### src/rtl/core_mem_arbiter.sv
// Run-control and memory-port arbiter: owns the core clock enable (halt / step / resume)
// and, while the core is halted, grants the memory port round-robin to external masters.
module core_mem_arbiter #(
  parameter int ADDR_W       = 32,
  parameter int DATA_W       = 32,
  parameter int NUM_EXT      = 2,
  parameter int START_HALTED = 0
) (
  input  logic                      clk,
  input  logic                      rst,
  input  logic                      halt_req,
  input  logic                      step_req,
  output logic                      core_en,
  output logic                      halted,
  output logic [31:0]               retired_count,
  input  logic [ADDR_W-1:0]         core_addr,
  input  logic [DATA_W-1:0]         core_wdata,
  input  logic [2:0]                core_read_mode,
  input  logic [2:0]                core_write_mode,
  output logic [DATA_W-1:0]         core_rdata,
  input  logic [NUM_EXT-1:0]        ext_req,
  input  logic [NUM_EXT*ADDR_W-1:0] ext_addr,
  input  logic [NUM_EXT*DATA_W-1:0] ext_wdata,
  input  logic [NUM_EXT*3-1:0]      ext_read_mode,
  input  logic [NUM_EXT*3-1:0]      ext_write_mode,
  output logic [NUM_EXT-1:0]        ext_gnt,
  output logic [NUM_EXT-1:0]        ext_rvalid,
  output logic [DATA_W-1:0]         ext_rdata,
  output logic [ADDR_W-1:0]         mem_addr,
  output logic [DATA_W-1:0]         mem_wdata,
  output logic [2:0]                mem_read_mode,
  output logic [2:0]                mem_write_mode,
  input  logic [DATA_W-1:0]         mem_rdata,
  output logic [2:0]                dbgState
);

  localparam int IDX_W = (NUM_EXT > 1) ? $clog2(NUM_EXT) : 1;

  typedef enum logic [2:0] {
    RUN        = 3'd0,
    DRAIN      = 3'd1,
    HALT       = 3'd2,
    STEP       = 3'd3,
    EXT_ACCESS = 3'd4,
    EXT_RESP   = 3'd5
  } state_t;

  localparam state_t RESET_STATE = (START_HALTED != 0) ? HALT : RUN;

  state_t           state;
  state_t           nextState;
  logic [IDX_W-1:0] lastGnt;
  logic [IDX_W-1:0] winner;
  logic [IDX_W-1:0] hiIdx;
  logic [IDX_W-1:0] loIdx;
  logic             hiFound;
  logic             anyReq;

  assign anyReq   = |ext_req;
  assign dbgState = state;

  // Round-robin: lowest requester above lastGnt, otherwise wrap to the lowest requester.
  always_comb begin
    hiFound = 1'b0;
    hiIdx   = '0;
    loIdx   = '0;
    for (int i = NUM_EXT - 1; i >= 0; i--) begin
      if (ext_req[i]) begin
        if (i > int'(lastGnt)) begin
          hiFound = 1'b1;
          hiIdx   = IDX_W'(i);
        end else begin
          loIdx = IDX_W'(i);
        end
      end
    end
    winner = hiFound ? hiIdx : loIdx;
  end

  always_ff @(posedge clk or negedge rst) begin
    if (!rst) begin
      state <= RESET_STATE;
    end else begin
      state <= nextState;
    end
  end

  // lastGnt doubles as the index of the master currently owning the port.
  always_ff @(posedge clk or negedge rst) begin
    if (!rst) begin
      lastGnt <= IDX_W'(NUM_EXT - 1);
    end else if (state == HALT && anyReq) begin
      lastGnt <= winner;
    end
  end

  always_ff @(posedge clk or negedge rst) begin
    if (!rst) begin
      retired_count <= 32'd0;
    end else if (core_en) begin
      retired_count <= retired_count + 32'd1;
    end
  end

  always_comb begin
    nextState = state;
    case (state)
      RUN:        if (halt_req || anyReq) nextState = DRAIN;
      DRAIN:      nextState = HALT;
      HALT: begin
        if (anyReq)         nextState = EXT_ACCESS;
        else if (step_req)  nextState = STEP;
        else if (!halt_req) nextState = RUN;
      end
      STEP:       nextState = HALT;
      EXT_ACCESS: nextState = EXT_RESP;
      EXT_RESP:   nextState = HALT;
      default:    nextState = RESET_STATE;
    endcase
  end

  always_comb begin
    core_en        = 1'b0;
    halted         = 1'b0;
    ext_gnt        = '0;
    ext_rvalid     = '0;
    mem_addr       = '0;
    mem_wdata      = '0;
    mem_read_mode  = 3'd0;
    mem_write_mode = 3'd0;
    case (state)
      RUN, STEP: begin
        core_en        = 1'b1;
        mem_addr       = core_addr;
        mem_wdata      = core_wdata;
        mem_read_mode  = core_read_mode;
        mem_write_mode = core_write_mode;
      end
      // The core keeps the port so its last read lands, but no new access starts.
      DRAIN: begin
        mem_addr  = core_addr;
        mem_wdata = core_wdata;
      end
      HALT: halted = 1'b1;
      EXT_ACCESS: begin
        halted           = 1'b1;
        ext_gnt[lastGnt] = 1'b1;
        mem_addr         = ext_addr[lastGnt*ADDR_W +: ADDR_W];
        mem_wdata        = ext_wdata[lastGnt*DATA_W +: DATA_W];
        mem_read_mode    = ext_read_mode[lastGnt*3 +: 3];
        mem_write_mode   = ext_write_mode[lastGnt*3 +: 3];
      end
      EXT_RESP: begin
        halted              = 1'b1;
        ext_rvalid[lastGnt] = 1'b1;
      end
      default: ;
    endcase
  end

  assign core_rdata = mem_rdata;
  assign ext_rdata  = mem_rdata;

endmodule

### config.mk
export PLATFORM = sky130hd
export DESIGN_NAME = core_mem_arbiter
export DESIGN_NICKNAME = d
export VERILOG_FILES = /design/src/rtl/core_mem_arbiter.sv
export SDC_FILE = /design/constraint.sdc
export NUM_CORES = 1
export LEC_CHECK = 0
export BUFFER_PORTS_ARGS = -buffer_cell sky130_fd_sc_hd__buf_2
export CAP_MARGIN = 20
export CORE_AREA = 4 4 161 163
export CTS_CLUSTER_SIZE = 14
export DETAILED_ROUTE_END_ITERATION = 10
export DIE_AREA = 0 0 165 167
export GPL_TIMING_DRIVEN = 0
export HOLD_SLACK_MARGIN = 0.05
export PLACE_DENSITY = 0.39
export SYNTH_ARGS = -nofsm -noshare
export SYNTH_HDL_FRONTEND = slang
export SYNTH_SLANG_ARGS = --single-unit
### constraint.sdc
create_clock -name clk -period 5.42 [get_ports clk]
set_input_delay 1.084 -clock clk [delete_from_list [all_inputs] [get_ports clk]]
set_output_delay 1.084 -clock clk [all_outputs]
set_load 0.005 [all_outputs]
==> results.txt, run 1 <==
Via count: 4561
Num CTS Buffers: 5
Clk_lat worst skew: 0.28 ns
Total gr overflow: 0
Critical path endpoint category: output port
Fin crit period: 3.62 ns
Post-synth cell types: 35
Crit-path cells: buf_6 -> nand2b_1 -> buf_2 -> nor3_2 -> buf_2 -> a222oi_1 -> inv_1 -> buf_2
Slew margin rel.: 0.437
Clock Sink Count: 36
Final Max Slew Viols: 0
DRT Wirelength: 21700 µm
Sw frac: 0.468
Root buf cell: clkbuf_16
VDD IR-drop max: 0.000237 V
Register-to-register setup slack: 3.58 ns
NetSw: 0.000936 W
Gate power share: 0.680
Synthesized area per cell: 8.95 µm²
Yosys top cell by area: dfrtp_1
Initial antenna violation count: 1
Yosys reg bits: 36
Utilization after layout: 0.242
Clock Path Buffers: 2
Top cells by count, synth: 72 x inv_1, 70 x a222oi_1, 66 x buf_4
Sequential area share after synthesis: 0.267
Cell mode on critical path: buf_2
Drt pass-1 iters: 6
H-tree Lvls: 2
Core area: 24300 µm²
Detailed placement HPWL: 19100 µm
Reg-to-reg critical path startpoint: dbgState[0]
Die W: 165 µm
# hold bufs at CTS: 0
Actual transition at the worst max-transition pin: 0.845 ns
Setup tns final: 0 ns
Layout cells sized above 1: 0.642
Die area: 27600 µm²
Cell area power density: 340 nW/µm²
Hold Vio Cnt, Final: 0
Clk pwr share: 0.141
Ys async rst share: 1.00
CP Launch Type: flop
Clk pin slew, worst setup/hold paths: 0.06 ns
GR Util All Layers: 0.142
Initial Utilization: 0.139
FF-to-FF End: retired_count[18]
Hold_ws: 0.465 ns
CP required: 4.34 ns
Largest cells by area after synthesis: dfrtp_1 26%, a222oi_1 21%, buf_4 15%
Max-cap viol count: 0
Status: finished, final reports clean
Drt drc: 0
Crit path to: mem_wdata[2]
CTS tree: built
Critical path startpoint: dbgState[1]
Crit-path slowest cell: nor3_2
Die height: 167 µm
Global placer's final weighted congestion: 0.888
EDFF count, synth: 0
Syn-to-layout area delta: 74.1%
Leakage power: 3.63 nW
Slowest stage delay, CP: 0.57 ns
Via density: 4.14
Placed instance count: 1093
Unrepaired setup endpoints after global routing: false
R2R cell count: 5
CTS resizes: 0
IO Pins: 423
Fin nets: 1025
First-pass GRT wire length: 29300 µm
Vias in the first global route: 4480
Ys Warns: 0
Top FF cell, synth: dfrtp_1
Largest net degree at the start of global routing: 37
F_max: 276 MHz
Crit Path Max Fanout: 10
Antenna-violating nets left: 0
Arr. time, crit path: 2.54 ns
Setup Viol. Count Final: 0
Worst Skew: 0.0119 ns
Post-Syn Instances: 378
WL/cell: 19.7 µm
Placement row count: 57
Diodes inserted: 0
Crit Path Category: flop to output port
Cell internal pwr: 0.00107 W
Worst min path class: flop to flop
Top cell type's share of synthesized area: 0.259
# port buffers: 390
Initial drt markers: 427
# Post-CTS Setup Buffers: 0
Top-count cell post-synth: inv_1
Seq pwr share: 0.179
Final critical-path share of the clock period: 0.668
Syn nets: 627
Syn Std Cell Area: 3380 µm²
Final Non-Filler Cells: 1101
[cell type report]
class,count,area (µm²)
Multi-Input combinational cell,180,1530
Timing Repair Buffer,391,1960
Tap cell,324,405
Fill cell,2723,18400
Clock buffer,7,133
Clock inverter,1,8.76
Inverter,72,270
Buffer,90,678
Sequential cell,36,902
[power groups by stage]
| stage | Combinational [W] | Clock [W] | Sequential [W] |
|---|---|---|---|
| final | 0.00136 | 0.000283 | 0.000358 |
| after global routing | 0.00153 | 0.000309 | 0.000364 |
| after CTS | 0.00139 | 0.000295 | 0.000360 |
| after detailed placement | 0.00139 | 0 | 0.000365 |
| after global placement | 0.00139 | 0 | 0.000365 |
| after floorplan | 0.000670 | 0 | 0.000355 |
[sequential cells by signal (all words and copies together) (netlist names)]
register	count
dbgState	3
lastGnt	1
retired_count	32
[cells by family after synthesis]
family | share of synthesized area
AOI/OAI and AO/OA | 0.226
buffers and inverters | 0.280
adders and majority gates | 0.00370
and+or+nand+nor | 0.132
xor gates and xnor gates | 0.0884
DFF | 0.267
muxes | 0.00333
[worst max-delay path: cells and delay by family (launching register included)]
kind / cells / cell delay, ns
compound gates: 1 / 0.22
buf+inv: 5 / 0.94
flops: 1 / 0.39
simple gates: 2 / 0.70
[cells in the final DEF, fill, tap and decap left out, types with 3 or more instances in the layout]
| cell type | instances |
|---|---|
| a21oi_1 | 4 |
| a222oi_1 | 70 |
| and2_1 | 4 |
| and3_1 | 7 |
| and4_1 | 4 |
| buf_2 | 404 |
| buf_4 | 67 |
| buf_6 | 10 |
| clkbuf_16 | 5 |
| dfrtp_1 | 35 |
| inv_1 | 72 |
| nand2_1 | 9 |
| nand3_1 | 11 |
| nand4_1 | 12 |
| nor2_1 | 4 |
| nor3_1 | 4 |
| xnor2_1 | 28 |
| xor2_1 | 3 |
[per-stage QoR]
stage          worst slack, ns  total power, W  cell area, µm²
2_1_floorplan             2.86         0.00103            3380
3_3_place_gp              1.88         0.00175            5740
3_5_place_dp              1.98         0.00175            5750
4_1_cts                   1.65         0.00205            5890
5_1_grt                   1.52         0.00220            5890
6_report                  1.80         0.00200            5890
[routing by layer]
layer | up-vias | GRT usage | routed length (µm)
met4 | 2 | 0.0217 | 193
li1 | 2148 | - | -
met5 | - | 0 | 17
met2 | 293 | 0.227 | 9870
met1 | 2102 | 0.169 | 8280
met3 | 16 | 0.0791 | 3350
[how the worst min path moves through the flow]
stage	start	end	cells past startpoint
after floorplan	retired_count[31]	retired_count[31]	1
after global placement	retired_count[31]	retired_count[31]	1
after detailed placement	retired_count[31]	retired_count[31]	1
after CTS	retired_count[31]	retired_count[31]	1
after global routing	retired_count[31]	retired_count[31]	1
final	retired_count[31]	retired_count[31]	1
No activity file was read; power rests on OpenSTA's default activity.
==> run 2: changes to the inputs <==
- CORE_AREA: 4 4 161 163 -> 4 4 163 165
- DIE_AREA: 0 0 165 167 -> 0 0 167 169
- PLACE_DENSITY: 0.39 -> 0.38
- clock period: 5.42 -> 3.8 ns (I/O delays scaled with it)
==> run 2 against run 1 <==
Total power up 50%. Clock skew fell by 0.0040 ns. Clock power is 50% higher. Sequential share of layout area decreased by 0.087 points. Global-route usage up 1.9 points. Via count is 0.79% higher. Sequential power rose by 41%. Final cell count is 1.1% higher. Worst setup slack got worse by 1.3 ns.
==> results.txt, run 2 (synthesis gave the netlist of run 1 again) <==
Drt pass-1 iters: 8 (+2)
Antenna-violating nets left: 0 (unchanged)
Placed instance count: 1099 (+0.55%)
FF-to-FF End: retired_count[28]
Slowest stage delay, CP: 0.57 ns (about the same)
# hold bufs at CTS: 0 (unchanged)
Die height: 169 µm (+1.2%)
Fin crit period: 3.31 ns
Fin nets: 1025 (unchanged)
Total gr overflow: 0 (unchanged)
Die W: 167 µm (+1.2%)
Largest net degree at the start of global routing: 37 (unchanged)
Most common cell after layout, fill and taps aside: buf_2
Register bank with the most flops: retired_count
IO Pins: 423 (unchanged)
Num CTS Buffers: 5 (unchanged)
Utilization after layout: 0.237 (-0.00558)
F_max: 302 MHz
Crit Path Max Fanout: 10 (unchanged)
Initial drt markers: 417 (-2.3%)
Setup tns final: 0 ns (unchanged)
CP Launch Type: flop
Initial antenna violation count: 6 (+5)
Syn-to-layout area delta: 75.1%
WL/cell: 22.2 µm (+13%)
GR Util All Layers: 0.161 (+0.0191)
Hold Vio Cnt, Final: 0 (unchanged)
Die area: 28200 µm² (+2.4%)
H-tree Lvls: 2 (unchanged)
Via density: 4.13 (-0.30%)
Leakage power: 3.64 nW (+0.25%)
CP required: 3.04 ns (-1.30 ns)
Clk pin slew, worst setup/hold paths: 0.06 ns (about the same)
Layout cells sized above 1: 0.645 (+0.00257)
Global placer's final weighted congestion: 0.829 (-6.7%)
Actual transition at the worst max-transition pin: 0.838 ns (-0.00645 ns)
Final Non-Filler Cells: 1113 (+1.1%)
# Post-CTS Setup Buffers: 0 (unchanged)
Commonest cells after routing, fill and taps aside: 404 x buf_2, 72 x inv_1, 70 x a222oi_1
Cell mode on critical path: buf_2
Vias in the first global route: 4602 (+2.7%)
Setup Viol. Count Final: 0 (unchanged)
Detailed placement HPWL: 22200 µm (+16%)
Initial Utilization: 0.135 (-0.00398)
VDD IR-drop max: 0.000262 V (+11%)
CTS tree: built
Crit-path cells: buf_6 -> nand2b_1 -> buf_2 -> nor3_2 -> buf_2 -> a222oi_1 -> inv_1 -> buf_2
Root buf cell: clkbuf_16
Status: finished, final reports clean
Crit Path Category: flop to output port
Hold Path End: retired_count[31]
Worst min path class: flop to flop
DRT Wirelength: 24700 µm (+14%)
Clock Path Buffers: 2 (unchanged)
Placement row count: 58 (+1.8%)
Unrepaired setup endpoints after global routing: false
Final critical-path share of the clock period: 0.870
Arr. time, crit path: 2.55 ns (about the same)
CTS resizes: 0 (unchanged)
Final Max Slew Viols: 0 (unchanged)
# port buffers: 390 (unchanged)
Cells on Worst Hold Path: 1 (unchanged)
Drt drc: 0 (unchanged)
Reg-to-reg critical path startpoint: dbgState[0]
Max-cap viol count: 0 (unchanged)
Register-to-register setup slack: 1.90 ns (-1.68 ns)
Worst hold start: retired_count[31]
R2R cell count: 5 (unchanged)
Worst Skew: 0.00782 ns (-0.00404 ns)
Clock Sink Count: 36 (unchanged)
Core area: 25000 µm² (+2.9%)
First-pass GRT wire length: 33600 µm (+14%)
Clk_lat worst skew: 0.28 ns (about the same)
Cell area power density: 508 nW/µm² (+49%)
Slew margin rel.: 0.441 (+0.00430)
Crit-path slowest cell: nor3_2
Max reg flops: 32 (unchanged)
Via count: 4597 (+0.79%)
Critical path endpoint category: output port
[run 2: changes by cell type in the layout (fill, tap and decap cells not counted), sizes merged]
cell	before	now
diode	0	6
clkbuf	7	6
inv	72	73
[run 2: how the worst max path moves through the flow]
stage | startpoint | end | slack [ns] | cells after the start
2_1_floorplan | dbgState[1] | mem_read_mode[0] | 1.56 | 7
3_3_place_gp | dbgState[0] | mem_wdata[5] | 0.66 | 7
3_5_place_dp | dbgState[1] | mem_read_mode[1] | 0.70 | 8
4_1_cts | dbgState[1] | mem_read_mode[1] | 0.39 | 8
5_1_grt | dbgState[1] | mem_read_mode[1] | 0.31 | 8
6_report | dbgState[1] | mem_read_mode[0] | 0.49 | 8
[run 2: worst max-delay path: cells and delay by family, from the launching register on]
| family | cells | cell delay [ns] |
|---|---|---|
| AND/OR/NAND/NOR | 2 | 0.70 |
| buffers and inverters | 5 | 1.01 |
| flip-flops | 1 | 0.39 |
| AO/OA/AOI/OAI | 1 | 0.13 |
[run 2: metrics by stage]
stage | setup slack (ns) | hold WS [ns] | instance area [µm²] | power, W
after CTS | 0.391 | 0.483 | 5910 | 0.00308
after global placement | 0.659 | 0.470 | 5750 | 0.00263
after floorplan | 1.56 | 0.464 | 3380 | 0.00146
final | 0.494 | 0.486 | 5920 | 0.00301
after global routing | 0.313 | 0.512 | 5910 | 0.00332
after detailed placement | 0.704 | 0.463 | 5750 | 0.00263
[run 2: metal layers]
metal / share of wire / global-route usage / routed length (µm) / vias to the layer above
met3: 0.21 / 0.143 / 5120 / 14
met2: 0.40 / 0.220 / 9920 / 302
met1: 0.39 / 0.196 / 9530 / 2127
met4: 0.0042 / 0.0125 / 103 / 4
li1: - / - / - / 2150
met5: 0.0011 / 0 / 27 / -
[run 2: layout make-up]
class / instances / area [µm²]
multi-input cells: 180 / 1530
well taps: 330 / 413
plain buffers: 90 / 678
flip-flops and latches: 36 / 902
repair buffers: 391 / 1960
inverters: 72 / 270
diodes: 6 / 15.0
fillers: 2877 / 19100
clock inverters: 2 / 13.8
clock buffers: 6 / 139
[run 2: where the power goes]
part / internal, W / total, W / switching [W]
combinational: 0.000837 / 0.00208 / 0.00124
sequential: 0.000442 / 0.000503 / 0.0000616
clock: 0.000262 / 0.000425 / 0.000163
total: 0.00154 / 0.00301 / 0.00147
